[src/rtl/router_pkg.sv]
// Shared router constants and the arbiter FSM state type.
package router_pkg;
  localparam int ROUTER_ADDR_W    = 2;
  localparam int ROUTER_NUM_PORTS = 4;

  typedef enum logic {ARB_IDLE, ARB_LOCKED} arb_state_t;
endpackage

[src/rtl/rr_arbiter.sv]
// Combinational rotating-priority arbiter: one-hot grant to the first
// asserted request at or above rr_ptr, wrapping modulo NUM_REQ.
module rr_arbiter import router_pkg::*; #(
  parameter int NUM_REQ = 4,
  parameter int PTR_W   = (NUM_REQ > 1) ? $clog2(NUM_REQ) : 1
) (
  input  logic [NUM_REQ-1:0] req,
  input  logic [PTR_W-1:0]   rr_ptr,
  output logic [NUM_REQ-1:0] grant
);

  function automatic logic [PTR_W-1:0] wrap_idx(input logic [PTR_W-1:0] base, input int k);
    wrap_idx = PTR_W'((int'(base) + k) % NUM_REQ);
  endfunction

  logic found;

  always_comb begin
    grant = '0;
    found = 1'b0;
    for (int k = 0; k < NUM_REQ; k++) begin
      if (!found && req[wrap_idx(rr_ptr, k)]) begin
        grant[wrap_idx(rr_ptr, k)] = 1'b1;
        found = 1'b1;
      end
    end
  end

endmodule

[src/rtl/router_arbiter.sv]
// Round-robin packet scheduler feeding the router's single input port.
// Optional grant statistics and forced-release flag: ROUTER_ARB_STATS_EN.
module router_arbiter import router_pkg::*; #(
  parameter int DATA_WIDTH = 32,
  parameter int NUM_REQ    = 4,
  parameter int MAX_BURST  = 8
) (
  input  logic                              clk,
  input  logic                              reset,
  input  logic [NUM_REQ-1:0]                req_valid,
  input  logic [NUM_REQ*DATA_WIDTH-1:0]     req_data,
  input  logic [NUM_REQ*ROUTER_ADDR_W-1:0]  req_addr,
  input  logic [NUM_REQ-1:0]                req_last,
  output logic [NUM_REQ-1:0]                req_ready,
  output logic [DATA_WIDTH-1:0]             din,
  output logic                              din_en,
  output logic [ROUTER_ADDR_W-1:0]          addr
`ifdef ROUTER_ARB_STATS_EN
  ,
  output logic [NUM_REQ*16-1:0]             grant_cnt,
  output logic                              force_rel
`endif
);

  localparam int PTR_W = (NUM_REQ > 1) ? $clog2(NUM_REQ) : 1;

  arb_state_t                 state;
  logic [PTR_W-1:0]           rr_ptr;
  logic [PTR_W-1:0]           owner;
  logic [PTR_W-1:0]           sel;
  logic [PTR_W-1:0]           rr_ptr_nxt;
  logic [7:0]                 beat_cnt;
  logic [7:0]                 beat_cnt_nxt;
  logic [NUM_REQ-1:0]         arb_grant;
  logic [NUM_REQ-1:0]         grant;
  logic                       accept;
  logic                       sel_last;
  logic                       release_p0;
  logic [DATA_WIDTH-1:0]      din_p1;
  logic [ROUTER_ADDR_W-1:0]   addr_p1;
  logic                       vld_p1;

  function automatic logic [PTR_W-1:0] onehot_idx(input logic [NUM_REQ-1:0] oh);
    onehot_idx = '0;
    for (int i = 0; i < NUM_REQ; i++) begin
      if (oh[i]) onehot_idx = PTR_W'(i);
    end
  endfunction

  rr_arbiter #(
    .NUM_REQ (NUM_REQ),
    .PTR_W   (PTR_W)
  ) u_rr_arbiter (
    .req    (req_valid),
    .rr_ptr (rr_ptr),
    .grant  (arb_grant)
  );

  // While locked only the owner may move; a dropped valid becomes a bubble.
  always_comb begin
    grant = arb_grant;
    if (state == ARB_LOCKED) grant = req_valid & (NUM_REQ'(1) << owner);
  end

  assign req_ready    = grant;
  assign accept       = |grant;
  assign sel          = onehot_idx(grant);
  assign sel_last     = req_last[sel];
  assign beat_cnt_nxt = (state == ARB_LOCKED) ? beat_cnt + 8'd1 : 8'd1;
  assign release_p0   = accept && (sel_last || (beat_cnt_nxt == 8'(MAX_BURST)));
  assign rr_ptr_nxt   = (sel == PTR_W'(NUM_REQ-1)) ? '0 : sel + 1'b1;

  always_ff @(posedge clk) begin
    if (reset) begin
      state    <= ARB_IDLE;
      rr_ptr   <= '0;
      owner    <= '0;
      beat_cnt <= '0;
    end else if (accept) begin
      if (release_p0) begin
        state    <= ARB_IDLE;
        rr_ptr   <= rr_ptr_nxt;
        beat_cnt <= '0;
      end else begin
        state    <= ARB_LOCKED;
        owner    <= sel;
        beat_cnt <= beat_cnt_nxt;
      end
    end
  end

  // p0 -> p1: registered router drive
  always_ff @(posedge clk) begin
    if (reset) begin
      vld_p1  <= 1'b0;
      din_p1  <= '0;
      addr_p1 <= '0;
    end else begin
      vld_p1  <= accept;
      din_p1  <= accept ? req_data[int'(sel)*DATA_WIDTH +: DATA_WIDTH] : '0;
      addr_p1 <= accept ? req_addr[int'(sel)*ROUTER_ADDR_W +: ROUTER_ADDR_W] : '0;
    end
  end

  assign din    = din_p1;
  assign din_en = vld_p1;
  assign addr   = addr_p1;

`ifdef ROUTER_ARB_STATS_EN
  function automatic logic [15:0] sat_inc(input logic [15:0] v);
    sat_inc = (v == 16'hFFFF) ? v : v + 16'd1;
  endfunction

  logic                  forced_p0;
  logic                  force_p1;
  logic [NUM_REQ*16-1:0] cnt_p1;

  // A beat that is itself the last one is a normal release, not a forced one.
  assign forced_p0 = accept && !sel_last && (beat_cnt_nxt == 8'(MAX_BURST));

  always_ff @(posedge clk) begin
    if (reset) begin
      force_p1 <= 1'b0;
      cnt_p1   <= '0;
    end else begin
      force_p1 <= forced_p0;
      for (int i = 0; i < NUM_REQ; i++) begin
        if (grant[i]) cnt_p1[i*16 +: 16] <= sat_inc(cnt_p1[i*16 +: 16]);
      end
    end
  end

  assign force_rel = force_p1;
  assign grant_cnt = cnt_p1;
`endif

endmodule

[config.mk]
export PLATFORM = sky130hd
export DESIGN_NAME = router_arbiter
export DESIGN_NICKNAME = d
export VERILOG_FILES = /design/src/rtl/router_pkg.sv /design/src/rtl/rr_arbiter.sv /design/src/rtl/router_arbiter.sv
export SDC_FILE = /design/constraint.sdc
export NUM_CORES = 1
export LEC_CHECK = 0
export BUFFER_PORTS_ARGS = -buffer_cell sky130_fd_sc_hd__clkbuf_2
export CELL_PAD_IN_SITES_DETAIL_PLACEMENT = 1
export CELL_PAD_IN_SITES_GLOBAL_PLACEMENT = 1
export CORE_MARGIN = 8
export CORE_UTILIZATION = 30
export DETAILED_ROUTE_END_ITERATION = 16
export HOLD_SLACK_MARGIN = 0.05
export PLACE_DENSITY_LB_ADDON = 0.25
export RECOVER_POWER = 100
export SYNTH_ARGS = -nofsm -noshare
export SYNTH_HDL_FRONTEND = slang
export SYNTH_SLANG_ARGS = --single-unit
[constraint.sdc]
create_clock -name clk -period 4.3 [get_ports clk]
set_input_delay 0.86 -clock clk [delete_from_list [all_inputs] [get_ports clk]]
set_output_delay 0.86 -clock clk [all_outputs]
set_load 0.02 [all_outputs]
==> flow_summary.toml <==
[clock_tree]
clk_latency_ns = 0.31
htreeDepth = 2
cts_tree = "yes"
cts_root_buf = "clkbuf_8"
clkSinkCount = 48
cts_buffer_depth = 2
cts_buffers = 5
holdBufCountCts = 0
clk_pin_slew_worst_paths_ns = 0.09
postCtsSetupBuffers = 0

[die]
boundaryPins = 185
die_y_um = 120
die_area_mm2 = 0.0145
die_x_um = 120
design.core.area_mm2 = 0.0107
initial_utilization = 0.304
row_count = 38

[yosys]
synth_edf_count = 0
ys_warn_count = 0
synth_common_cells = "119 x nand2_1, 48 x dfxtp_1, 47 x a21oi_1"
syn_area_mm2 = 0.00327
avgSynthCellArea_um2 = 7.46
synth_most_common_cell = "nand2_1"
synth_top_area_cell = "dfxtp_1"
syn_nets = 592
synth_area_leaders = "dfxtp_1 29%, nand2_1 14%, a311o_1 11%"
synth_ff_type = "dfxtp_1"
ys_seq_area_frac = 0.294
ys_seq_elements = 48
synth_cell_types = 52
synthArstFlopShare = 0
synthCells = 438
yosysTopAreaCellShare = 0.294

[layout]
seq_area_um2 = 962
multi_input_area_mm2 = 0.00205
fin_cells = 744
fillCellCount = 1427
drive_above_1_share = 0.308
area_growth_pct = 32.1
antenna_cells = 0
nets = 757
fin_util = 0.402

[detailed_routing]
wl_mm = 14.1
viasPerCell = 5.22
ant_nets = 0
drt_pre_antenna_iters = 4
vias = 3887
drc = 0
wl_per_cell_um = 19.0
drtIter0Drc = 281

[worst_setup_path]
slowest_delay_ns = 0.50
required_ns = 3.44
end_kind = "output pin"
path_buf_inv = 3
worstPathArrival_ns = 3.13
rr_worst_depth = 11
r2r_start = "rr_ptr[0]"
ff2ff_setup_slack_ns = 0.35
worstSetupPathType = "reg -> out"
crit_fanout = 22
cp_top_family = "buffers and inverters"
startpoint_type = "flop"
slowest_stage = "dfxtp_2"
crit_chain = "inv_1, ha_1, nor2b_1, nor3_2, o211ai_1, a221oi_4, nor2_8, inv_4, clkbuf_1"
reg2reg_to = "rr_ptr[0]"

[sta]
rsz0062_at_grt = "no"
fin_setup_tns_ns = 0
drv_slew = 0
fin_crit_sh = 0.927
finalCriticalPeriod_ns = 3.99
hold_viol = 0
final.setup_skew_ns = 0.0175
worst_pin_slew_ns = 1.21
slew_headroom = 0.192
setup-violations-final = 0
max_freq_mhz = 251

[pwr]
leakage_nw = 1.92
p_total_mw = 3.03
peakVddDrop_uv = 372
power_density_mw_per_mm2 = 701

[grt]
grt_pass1_wl_mm = 21.7
grt_max_degree = 41
grtUsageTotal = 0.183
grt_pass1_vias = 3999
antenna_found_initial = 0
overflow = 0

[min_path]
hold_end = "beat_cnt[1]"
min_from = "beat_cnt[1]"
hold_class = "reg -> reg"
min_path_cells = 2

[job]
cap_viol_max_count = 0

[place]
numPortBuffers = 184
place_inst = 736
gp_congestion = 0.862
dp.final_hpwl_mm = 11.1

[run_status]
status = "finished, final reports clean"
## layout make-up
| class | instances | area share |
|---|---|---|
| well taps | 140 | 0.0406 |
| inverters | 12 | 0.0110 |
| clock inverters | 3 | 0.0159 |
| repair buffers | 194 | 0.219 |
| clock buffers | 5 | 0.0159 |
| flip-flops and latches | 48 | 0.223 |
| multi-input cells | 342 | 0.474 |
## placed cells by master, fill, tap and decap left out, types with 3 or more instances in the layout
cell type / synthesis / final
a31oi_1: 7 / 7
clkbuf_8: 0 / 5
inv_1: 9 / 9
a211oi_1: 3 / 3
nor2b_1: 5 / 5
nand3_1: 6 / 6
mux4_2: 3 / 3
dfxtp_1: 48 / 47
ha_1: 8 / 8
o211ai_1: 7 / 7
o21ai_0: 3 / 3
nor2_1: 42 / 42
nand2_1: 119 / 119
o31ai_1: 3 / 3
nand4_1: 15 / 15
a311o_1: 35 / 35
buf_4: 4 / 9
a21oi_1: 47 / 48
clkbuf_2: 0 / 147
clkbuf_1: 13 / 38
## per-stage QoR
step | hold WS [ns] | worst slack [ns] | cell area, µm²
after detailed placement | 0.507 | 0.522 | 4240
after global routing | 0.533 | 0.0697 | 4320
after global placement | 0.480 | 0.582 | 4240
after floorplan | 0.470 | 0.889 | 3270
after CTS | 0.520 | 0.186 | 4380
final | 0.523 | 0.314 | 4320
## worst reg2reg max path: stages, from the launching register on
cell,delay [ns]
dfxtp_2,0.50
inv_1,0.20
ha_1,0.49
mux4_2,0.37
nand2b_1,0.09
a21oi_1,0.09
a21o_1,0.29
nor2_8,0.27
inv_4,0.19
nor4b_2,1.05
a21oi_1,0.14
o31ai_2,0.22
## power by group
part	internal (mW)	total [mW]	switching (mW)	leakage (nW)
logic	0.699	1.96	1.26	1.46
registers	0.583	0.660	0.0774	0.396
clock network	0.234	0.410	0.175	0.0687
## logic make-up after synthesis
logic type / synth area share
AO/OA/AOI/OAI: 0.282
XOR/XNOR: 0.00268
adder cells (fa/ha/maj): 0.0306
buffers and inverters: 0.0755
flip-flops: 0.294
multiplexers: 0.0241
AND/OR/NAND/NOR: 0.291
## state kept, by name, summed over array words and instances, names as in the netlist
signal    flops
din          32
state         1
owner         2
din_en        1
addr          2
rr_ptr        2
beat_cnt      8
## what timing repair did
action,4_1_cts,5_1_grt
setup endpoints to repair,0,2
hold endpoints to repair,0,0
resized for setup,0,1
## routing by layer
metal  vias to the layer above  track usage  wire length (µm)
met5                         -            0                 0
met4                         0       0.0383               133
met3                         8       0.0466               936
met2                       129        0.327              6940
met1                      1852        0.217              6120
li1                       1898            -                 -
## worst max path at each step
stage	start	end	cells past startpoint
2_1_floorplan	req_valid[3]	req_ready[3]	5
3_5_place_dp	rr_ptr[0]	req_ready[1]	9
6_report	rr_ptr[0]	req_ready[1]	9
3_3_place_gp	rr_ptr[0]	req_ready[1]	9
5_1_grt	rr_ptr[0]	owner[0]	11
4_1_cts	rr_ptr[0]	req_ready[0]	8
No activity file was read; power rests on OpenSTA's default activity.
